`src/rtl/debug_dump_serializer.sv`:
```
// ---------------------------------------------------------------------------
// debug_dump_serializer
//
// Takes a frozen copy of the pipeline debug buses when a dump is requested.
// It then streams that copy MSB-first, one byte at a time, into uart_tx using
// uart_tx's start/data/done handshake. Because the copy is frozen, the
// pipeline may keep running while the dump is in progress.
//
// Configuration macro: DEBUG_DUMP_FRAME_EN
//   undefined : the frame is exactly the N_BYTES raw snapshot bytes.
//   defined   : the frame is 0xA5, then the N_BYTES data bytes, then the XOR
//               checksum of the data bytes.
//
// Ports
//   clk          system clock (single domain)
//   i_rst_n      synchronous active-low reset
//   i_dump_req   start a dump (only honoured in IDLE)
//   i_id_ex      ID_EX debug bus   (NB_ID_EX bits)
//   i_ex_mem     EX_MEM debug bus  (NB_EX_MEM bits)
//   i_mem_wb     MEM_WB debug bus  (NB_MEM_WB bits)
//   i_wb_id      WB_ID debug bus   (NB_WB_ID bits)
//   i_control    CONTROL debug bus (NB_CONTROL bits)
//   i_tx_done    uart_tx done; a pulse or a level is accepted (rising edge used)
//   o_tx_start   one-cycle start pulse to uart_tx
//   o_tx_data    byte to uart_tx; held stable while waiting for done
//   o_busy       dump in progress
//   o_dump_done  one-cycle pulse once the last byte is acknowledged
//
// All outputs are registered from the current state. They therefore trail the
// FSM by one cycle: the start pulse appears two cycles after the request (or
// the acknowledging done edge) is sampled, and o_busy falls one cycle after
// o_dump_done.
// ---------------------------------------------------------------------------
module debug_dump_serializer #(
    parameter int NB_DATA    = 8,
    parameter int NB_ID_EX   = 144,
    parameter int NB_EX_MEM  = 32,
    parameter int NB_MEM_WB  = 40,
    parameter int NB_WB_ID   = 40,
    parameter int NB_CONTROL = 24
) (
    input  logic                  clk,
    input  logic                  i_rst_n,
    input  logic                  i_dump_req,
    input  logic [NB_ID_EX-1:0]   i_id_ex,
    input  logic [NB_EX_MEM-1:0]  i_ex_mem,
    input  logic [NB_MEM_WB-1:0]  i_mem_wb,
    input  logic [NB_WB_ID-1:0]   i_wb_id,
    input  logic [NB_CONTROL-1:0] i_control,
    input  logic                  i_tx_done,
    output logic                  o_tx_start,
    output logic [NB_DATA-1:0]    o_tx_data,
    output logic                  o_busy,
    output logic                  o_dump_done
);

    localparam int NB_SNAP = NB_ID_EX + NB_EX_MEM + NB_MEM_WB + NB_WB_ID + NB_CONTROL;
    localparam int N_BYTES = NB_SNAP / NB_DATA;
`ifdef DEBUG_DUMP_FRAME_EN
    localparam int FRAME_LEN = N_BYTES + 2;
`else
    localparam int FRAME_LEN = N_BYTES;
`endif
    localparam int NB_IDX      = $clog2(FRAME_LEN);
    localparam int LOG_NB_DATA = $clog2(NB_DATA);
    localparam int NB_SHAMT    = NB_IDX + LOG_NB_DATA;
    localparam logic [NB_IDX-1:0] LAST_IDX = NB_IDX'(FRAME_LEN - 1);

    typedef enum logic [1:0] {
        ST_IDLE = 2'd0,
        ST_SEND = 2'd1,
        ST_WAIT = 2'd2,
        ST_DONE = 2'd3
    } state_e;

    state_e               state_q, state_d;
    logic [NB_IDX-1:0]    idx_q, idx_d;
    logic [NB_SNAP-1:0]   snap_q, snap_d;
    logic                 done_prev_q;
    logic                 tx_start_q, tx_start_d;
    logic [NB_DATA-1:0]   tx_data_q, tx_data_d;
    logic                 busy_q, busy_d;
    logic                 dump_done_q, dump_done_d;

    logic                 done_rise_s;
    logic [NB_IDX-1:0]    data_idx_s;
    logic [NB_SHAMT-1:0]  shamt_s;
    logic [NB_SNAP-1:0]   shifted_s;
    logic [NB_DATA-1:0]   snap_byte_s;
    logic [NB_DATA-1:0]   tx_byte_s;

`ifdef DEBUG_DUMP_FRAME_EN
    logic [NB_DATA-1:0]   csum_q, csum_d;
`endif

    assign done_rise_s = i_tx_done & ~done_prev_q;

    // Data byte k sits at snap[NB_SNAP-1-8k -: 8]. Shift it up to the top
    // rather than using a variable part-select.
`ifdef DEBUG_DUMP_FRAME_EN
    // Frame index 0 is the header, so data byte = index - 1. At index 0 the
    // value wraps and is never used.
    assign data_idx_s = idx_q - NB_IDX'(1);
`else
    assign data_idx_s = idx_q;
`endif
    assign shamt_s     = NB_SHAMT'(data_idx_s) << LOG_NB_DATA;
    assign shifted_s   = snap_q << shamt_s;
    assign snap_byte_s = shifted_s[NB_SNAP-1 -: NB_DATA];

    // Select the frame byte that belongs to the current index.
    always_comb begin
`ifdef DEBUG_DUMP_FRAME_EN
        if (idx_q == {NB_IDX{1'b0}}) begin
            tx_byte_s = 8'hA5;
        end else if (idx_q == LAST_IDX) begin
            tx_byte_s = csum_q;
        end else begin
            tx_byte_s = snap_byte_s;
        end
`else
        tx_byte_s = snap_byte_s;
`endif
    end

    // State register: FSM state, byte index, snapshot, done edge detector, outputs.
    always_ff @(posedge clk) begin
        if (!i_rst_n) begin
            state_q     <= ST_IDLE;
            idx_q       <= {NB_IDX{1'b0}};
            snap_q      <= {NB_SNAP{1'b0}};
            done_prev_q <= 1'b0;
            tx_start_q  <= 1'b0;
            tx_data_q   <= {NB_DATA{1'b0}};
            busy_q      <= 1'b0;
            dump_done_q <= 1'b0;
        end else begin
            state_q     <= state_d;
            idx_q       <= idx_d;
            snap_q      <= snap_d;
            done_prev_q <= i_tx_done;
            tx_start_q  <= tx_start_d;
            tx_data_q   <= tx_data_d;
            busy_q      <= busy_d;
            dump_done_q <= dump_done_d;
        end
    end

    // Next-state logic: capture on request, then step through the frame on done edges.
    always_comb begin
        state_d = state_q;
        idx_d   = idx_q;
        snap_d  = snap_q;
        case (state_q)
            ST_IDLE: begin
                if (i_dump_req) begin
                    snap_d  = {i_id_ex, i_ex_mem, i_mem_wb, i_wb_id, i_control};
                    idx_d   = {NB_IDX{1'b0}};
                    state_d = ST_SEND;
                end else begin
                    state_d = ST_IDLE;
                end
            end
            ST_SEND: begin
                state_d = ST_WAIT;
            end
            ST_WAIT: begin
                if (done_rise_s) begin
                    if (idx_q == LAST_IDX) begin
                        state_d = ST_DONE;
                    end else begin
                        idx_d   = idx_q + NB_IDX'(1);
                        state_d = ST_SEND;
                    end
                end else begin
                    state_d = ST_WAIT;
                end
            end
            ST_DONE: begin
                state_d = ST_IDLE;
            end
            default: begin
                state_d = ST_IDLE;
            end
        endcase
    end

    // Output decode from the current state, registered in the state register block.
    always_comb begin
        tx_start_d  = 1'b0;
        tx_data_d   = {NB_DATA{1'b0}};
        busy_d      = 1'b0;
        dump_done_d = 1'b0;
        case (state_q)
            ST_IDLE: begin
                busy_d = 1'b0;
            end
            ST_SEND: begin
                tx_start_d = 1'b1;
                tx_data_d  = tx_byte_s;
                busy_d     = 1'b1;
            end
            ST_WAIT: begin
                tx_data_d = tx_byte_s;
                busy_d    = 1'b1;
            end
            ST_DONE: begin
                busy_d      = 1'b1;
                dump_done_d = 1'b1;
            end
            default: begin
                busy_d = 1'b0;
            end
        endcase
    end

`ifdef DEBUG_DUMP_FRAME_EN
    // Checksum register: cleared at capture and folded once per data byte as it is sent.
    always_ff @(posedge clk) begin
        if (!i_rst_n) begin
            csum_q <= {NB_DATA{1'b0}};
        end else begin
            csum_q <= csum_d;
        end
    end

    // Checksum next value: header and checksum slots do not contribute.
    always_comb begin
        csum_d = csum_q;
        if ((state_q == ST_IDLE) && i_dump_req) begin
            csum_d = {NB_DATA{1'b0}};
        end else if ((state_q == ST_SEND) && (idx_q != {NB_IDX{1'b0}}) && (idx_q != LAST_IDX)) begin
            csum_d = csum_q ^ snap_byte_s;
        end else begin
            csum_d = csum_q;
        end
    end
`endif

    assign o_tx_start  = tx_start_q;
    assign o_tx_data   = tx_data_q;
    assign o_busy      = busy_q;
    assign o_dump_done = dump_done_q;

endmodule
```
`config.mk`:
```
export PLATFORM = sky130hd
export DESIGN_NAME = debug_dump_serializer
export DESIGN_NICKNAME = d
export VERILOG_FILES = /design/src/rtl/debug_dump_serializer.sv
export SDC_FILE = /design/constraint.sdc
export NUM_CORES = 1
export LEC_CHECK = 0
export ABC_AREA = 1
export CAP_MARGIN = 20
export CORE_MARGIN = 8
export CORE_UTILIZATION = 45
export CTS_BUF_LIST = sky130_fd_sc_hd__clkbuf_4
export CTS_CLUSTER_SIZE = 28
export DETAILED_ROUTE_END_ITERATION = 12
export PLACE_DENSITY = 0.86
export SYNTH_ARGS = -nofsm -noshare
export SYNTH_HDL_FRONTEND = slang
export SYNTH_SLANG_ARGS = --single-unit
```
`constraint.sdc`:
```
create_clock -name clk -period 1.9 [get_ports clk]
set_clock_uncertainty 0.05 [all_clocks]
set_input_delay 0.38 -clock clk [delete_from_list [all_inputs] [get_ports clk]]
set_output_delay 0.38 -clock clk [all_outputs]
set_load 0.05 [all_outputs]
```
==> metrics.csv, run 1 <==
metric,value,unit
status,completed,
fin_cells,2693,
cts_buffers,80,
cp.arrival,2.35,ns
syn-num-nets,2231,
io_pins,295,
worst_pin_slew,0.509,ns
met1_usage,28.0,%
grt-busiest-layer,met2,
min_delay_path_depth,3,
fin_ws,0.0702,ns
cp_max_fo,18,
synth_commonest_cells,"391 x nand2_1, 320 x o21ai_0, 300 x dfxtp_1, 265 x nor2_1, 238 x a21oi_1",
cp_top_family,simple AND/OR/NAND/NOR gates,
synth_edf_count,0,
vias,14100,
cts_tree,done,
grtUsageTotal,23.8,%
crit_type,reg2reg,
synth_cell_types,24,
rows,62,
rr_worst_depth,11,
cpMaxStageDelayCell,dfxtp_4,
numPlacedInstances,2551,
worstPathBufferInverterCount,2,
cap_violations,0,
max_freq,547,MHz
antenna_left,0,
crit_path_start_kind,register,
syn-cell-area,13200,um2
holdPathEnd,snap_q[20]$_SDFFE_PN0P_,
yosys-top-cells-area,"dfxtp_1 46%, o21ai_0 12%, nand2_1 11%",
preCtsSetupSlack,-0.0605,ns
start_util,45.7,%
synth_cells,1940,
yosysMostFrequentCell,nand2_1,
synth.avg_cell_area,6.78,um2
hold_start,i_rst_n,
grt_pass1_vias,14000,
required,2.42,ns
first_pass_iters,5,
hold_viol,0,
clock_sinks,300,
slowest_delay,0.42,ns
grt_use_met3,5.39,%
hold_class,in2reg,
ys.flop_type,dfxtp_1,
dpl.hpwl,31700,um
wirelength,44300,um
ctsHoldBuffers,0,
grt_max_degree,73,
drc,0,
rr_endpoint,o_tx_data[2]$_SDFF_PN0_,
min_period_over_period,96.3,%
cp_common_cell,nand2_1,
irDropWorstVdd,0.000557,V
grtUsageMet2,40.0,%
nets,2544,
viasPerCell,5.24,
worst_setup_path_end_kind,register,
drive_gt1_share,9.62,%
fp.dieW,187,um
fin_crit,1.83,ns
reg2reg_from,data_idx_s[0]$_SDFFE_PN0P_,
die_area,35000,um2
leakage,7.72,nW
fin_util,62.1,%
path_clk_slew,0.07,ns
cp_cell_sequence,buf_12 > buf_4 > nand2_1 > nand3_1 > nand2_1 > nand2_1 > nand2_1 > nor2_1 > nand2_1 > nand3_1 > a21oi_1,
rrSetupSlack,0.07,ns
port_buffers,294,
synth.top_cell.area_share,45.6,%
core_area,28800,um2
avgRoutedWirePerCell,16.4,um
grt_antenna_before_repair,2,
synth-seq-cells,300,
synth.yosys.warnings,0,
fillerInstances,2438,
initialDrtViolationCount,1440,
netlist.top_cell.by_area,dfxtp_1,
multi_input_area,5860,um2
synth_seq_area_share,45.6,%
cts-root-buf,clkbuf_4,
cts_buffer_depth,3,
grt_pass1_wl,68700,um
area_growth,35.9,%
grt_overflow_total,0,
power.density,916,nW/um2
drv_slew,0,
setup_viol,0,
rsz0062_at_grt,true,
place_congestion,0.925,
synth-async-reset-ratio,0,%
die_y,187,um
cts-htree-levels,3,
seqCellArea,6010,um2
slew_headroom,66.1,%
clock_latency,0.70,ns
-- worst register-to-register path: cells and delay by family (launching register included) --
kind	cells	cell delay, ns
compound gates	1	0.09
buf+inv	2	0.40
flops	1	0.42
simple gates	8	0.77
-- worst max path at each step --
| stage | from | end | slack (ns) | cells past startpoint |
|---|---|---|---|---|
| 2_1_floorplan | data_idx_s[0]$_SDFFE_PN0P_ | data_idx_s[3]$_SDFFE_PN0P_ | 0.05 | 11 |
| 3_3_place_gp | i_dump_req | snap_q[24]$_SDFFE_PN0P_ | -0.06 | 6 |
| 3_5_place_dp | i_dump_req | snap_q[24]$_SDFFE_PN0P_ | -0.06 | 6 |
| 4_1_cts | data_idx_s[1]$_SDFFE_PN0P_ | o_tx_data[5]$_SDFF_PN0_ | 0.04 | 9 |
| 5_1_grt | data_idx_s[0]$_SDFFE_PN0P_ | data_idx_s[3]$_SDFFE_PN0P_ | -0.01 | 10 |
| 6_report | data_idx_s[0]$_SDFFE_PN0P_ | o_tx_data[2]$_SDFF_PN0_ | 0.07 | 11 |
-- power breakdown --
group / switching (W) / total, W / internal (W)
clock: 0.00272 / 0.00567 / 0.00295
sequential: 0.000242 / 0.00715 / 0.00690
combinational: 0.00202 / 0.00357 / 0.00155
-- metal layers --
layer  up-vias  routed length, um
li1       6893                  -
met1      6395              17800
met2       695              21000
met3       125               3540
met4         2               1930
met5         -                 13
-- repair_timing --
item,4_1_cts,5_1_grt
gates resized for setup,0,11
setup buffers,0,2
endpoints found under the setup margin,0,11
-- cells in the final DEF, fill, tap and decap left out --
cell	n
clkbuf_4	109
xor2_1	1
nand2_2	1
dfxtp_4	2
nor3_1	1
buf_6	2
nand3_1	58
clkdlybuf4s50_1	282
a21oi_2	2
a21oi_1	236
dfxtp_1	298
buf_8	1
diode_2	1
nand4_1	1
clkbuf_16	2
ha_1	7
nor2_2	2
inv_2	4
clkinv_1	17
inv_4	1
nor2_1	263
nor3b_1	1
buf_4	62
buf_16	1
o211ai_1	16
nor2_4	1
clkinv_2	6
o21ai_1	7
bufinv_16	2
clkinv_4	3
nand2_1	390
nand2_4	1
buf_12	20
inv_1	188
o21ai_0	318
a211oi_1	2
-- logic make-up after synthesis --
family          Yosys count  share of synthesized area (%)
fa+ha+maj                 7                          0.665
simple gates            719                           21.2
compound gates          581                           22.4
flops                   300                           45.6
buf+inv                 332                           10.0
xor+xnor                  1                         0.0666
-- per-stage QoR --
stage	cell area (um2)	power (W)	TNS, ns	hold slack, ns
finish	17900	0.0164	0	0.0731
global route	17900	0.0173	-0.0380	0.0685
CTS	17800	0.0164	0	0.0425
detailed placement	16800	0.0107	-0.107	0.387
global placement	16800	0.0106	-0.103	0.381
floorplan	13200	0.00919	0	0.374
-- final cells by class --
type                            instances  area share (%)
Antenna cell                            1          0.0140
Clock buffer                          109            4.58
Clock inverter                         28            1.00
Inverter                              193            4.07
Multi-Input combinational cell       1308            32.8
Sequential cell                       300            33.6
Tap cell                              384            2.69
Timing Repair Buffer                  370            21.3
-- flip-flops by register name, indices dropped and copies added (netlist names) --
signal       count
done_prev_q      1
o_tx_start       1
o_dump_done      1
o_busy           1
state_q          2
data_idx_s       6
o_tx_data        8
snap_q         280
(Power assumes the default switching activity.)
==> inputs of run 2 (changes only) <==
--- a/config.mk
+++ b/config.mk
@@ -7,7 +7,7 @@
 export LEC_CHECK = 0
 export ABC_AREA = 1
 export CAP_MARGIN = 20
-export CORE_MARGIN = 8
+export CORE_MARGIN = 4
 export CORE_UTILIZATION = 45
 export CTS_BUF_LIST = sky130_fd_sc_hd__clkbuf_4
 export CTS_CLUSTER_SIZE = 28
==> run 2 against run 1 <==
  * Cell count is 1.0% lower
  * Cell area is 1.2% lower
  * Core utilization is 0.75 points lower
  * Flip-flop and latch count stayed put
  * Clock-buffer cell count is 1 lower
  * Routed wire length is 6.5% lower
  * Maximum frequency is 0.40% lower
  * Combinational power is 3% lower
  * Critical endpoint is now o_tx_data[1]$_SDFF_PN0_
==> metrics.csv, run 2 (same netlist as run 1, synthesis figures left out) <==
metric,value,unit,change
initialDrtViolationCount,1198,,-17%
io_pins,295,,unchanged
cts_buffers,78,,-2.5%
grt_pass1_vias,13100,,-6.4%
leakage,7.60,nW,-1.6%
viasPerCell,5.17,,-1.3%
grt_antenna_before_repair,2,,unchanged
cts_buffer_depth,3,,unchanged
cap_violations,0,,unchanged
grt_overflow_total,0,,unchanged
vias,13800,,-2.3%
fin_crit,1.84,ns,+0.00731 ns
drive_gt1_share,8.68,%,-0.94 points
area_growth,34.2,%,
tns,0,ns,unchanged
cts_tree,done,,
power_switching,0.00482,W,-3.5%
cts-root-buf,clkbuf_4,,
crit_path_start_kind,register,,
die_y,179,um,-4.3%
grt_max_degree,86,,+18%
dpl.hpwl,29500,um,-6.9%
fillerInstances,2485,,+1.9%
seqCellArea,6010,um2,about the same
fp.dieW,179,um,-4.3%
port_buffers,294,,unchanged
cp_max_fo,57,,+39
cp.arrival,2.39,ns,+0.04 ns
rsz0062_at_grt,false,,
rows,62,,unchanged
nets,2525,,-0.75%
power.density,910,nW/um2,-0.70%
drv_slew,0,,unchanged
switching_share,30.0,%,-0.49 points
cts-htree-levels,3,,unchanged
endpoint,o_tx_data[1]$_SDFF_PN0_,,
status,completed,,
preCtsSetupSlack,-0.0555,ns,+0.00507 ns
die_area,32000,um2,-8.4%
p_clk_share,34.0,%,-0.6 points
largest_reg_flops,280,,unchanged
rr_endpoint,o_tx_data[1]$_SDFF_PN0_,,
antenna_left,0,,unchanged
first_pass_iters,5,,unchanged
start_util,45.7,%,unchanged
multi_input_area,5860,um2,about the same
crit_type,reg2reg,,
max_freq,544,MHz,-0.40%
min_period_over_period,96.7,%,+0.38 points
seqPwrFrac,44.4,%,+0.8 points
mostFrequentLayoutCells,"390 x nand2_1, 320 x o21ai_0, 298 x dfxtp_1",,
largest-register,snap_q,,
irDropWorstVdd,0.000411,V,-26%
clock_latency,0.66,ns,-0.04 ns
core_area,28800,um2,unchanged
rrSetupSlack,0.06,ns,about the same
fin_ws,0.0629,ns,-0.00731 ns
grtUsageTotal,24.7,%,+0.83 points
internal_power,0.0113,W,-1.2%
final_common_cell,nand2_1,,
worst_setup_path_end_kind,register,,
pwr-share-comb,21.6,%,-0.2 points
place_congestion,0.861,,-6.8%
drc,0,,unchanged
reg2reg_from,data_idx_s[0]$_SDFFE_PN0P_,,
hold_class,in2reg,,
wirelength,41400,um,-6.5%
grt_pass1_wl,63500,um,-7.6%
setup_viol,0,,unchanged
path_clk_slew,0.07,ns,about the same
rr_worst_depth,9,,-2
hold_viol,0,,unchanged
required,2.45,ns,+0.03 ns
worst_pin_slew,0.503,ns,-0.00537 ns
clock_sinks,300,,unchanged
cp-startpoint,data_idx_s[0]$_SDFFE_PN0P_,,
slew_headroom,66.4,%,+0.36 points
avgRoutedWirePerCell,15.5,um,-5.6%
## run 2: layout make-up
cell class / count / share of cell area, %
inverter: 193 / 4.12
sequential: 300 / 34.0
clock inverter: 19 / 0.708
clock buffer: 108 / 4.59
tap: 384 / 2.72
multi-input combinational: 1308 / 33.2
timing repair buffer: 353 / 20.7
antenna: 1 / 0.0142
## run 2: worst min path at each step
| stage | startpoint | to | slack, ns | cells after the start |
|---|---|---|---|---|
| after floorplan | snap_q[128]$_SDFFE_PN0P_ | snap_q[128]$_SDFFE_PN0P_ | 0.37 | 2 |
| after global placement | snap_q[3]$_SDFFE_PN0P_ | snap_q[3]$_SDFFE_PN0P_ | 0.38 | 2 |
| after detailed placement | snap_q[229]$_SDFFE_PN0P_ | snap_q[229]$_SDFFE_PN0P_ | 0.39 | 2 |
| after CTS | i_mem_wb[13] | snap_q[77]$_SDFFE_PN0P_ | 0.21 | 3 |
| after global routing | i_tx_done | done_prev_q$_SDFF_PN0_ | 0.23 | 3 |
| final | i_mem_wb[13] | snap_q[77]$_SDFFE_PN0P_ | 0.27 | 3 |
## run 2: power by group through the flow
| stage | logic (W) | registers (W) | clock network (W) |
|---|---|---|---|
| 3_5_place_dp | 0.00345 | 0.00727 | 0 |
| 3_3_place_gp | 0.00336 | 0.00724 | 0 |
| 5_1_grt | 0.00386 | 0.00718 | 0.00587 |
| 4_1_cts | 0.00347 | 0.00713 | 0.00557 |
| 6_report | 0.00348 | 0.00713 | 0.00547 |
| 2_1_floorplan | 0.00195 | 0.00724 | 0 |
## run 2: timing repair
| action | 4_1_cts | 5_1_grt |
|---|---|---|
| gates resized for setup | 0 | 4 |
| buffers inserted | 0 | 0 |
| endpoints found under the hold margin | 17 | 0 |
| hold buffers | 1 | 0 |
| endpoints found under the setup margin | 0 | 5 |
## run 2: stage by stage
step	power [W]	hold slack, ns	utilization, %	area (um2)	std cells
floorplan	0.00919	0.374	-	13200	1940
global placement	0.0106	0.382	58.1	16700	2538
detailed placement	0.0107	0.391	58.1	16700	2538
CTS	0.0162	0.206	61.4	17700	2666
global route	0.0169	0.233	61.4	17700	2666
finish	0.0161	0.267	61.4	17700	2666
## run 2: per-layer routing
| metal | global-route usage (%) | vias up | routed length (um) |
|---|---|---|---|
| met5 | 0 | - | 7 |
| met4 | 10.6 | 2 | 1370 |
| met3 | 5.10 | 94 | 3490 |
| met2 | 41.8 | 613 | 20000 |
| met1 | 30.3 | 6242 | 16500 |
| li1 | - | 6829 | - |
## run 2: critical path: stages, from the launching register on
cell and delay [ns]:
dfxtp_4 0.43, clkinv_2 0.13, buf_12 0.21, nand2_1 0.12, nand3_1 0.10, a21oi_1 0.27, nor2_1 0.10, nand2_1 0.07
nand3_1 0.10, a21oi_1 0.15
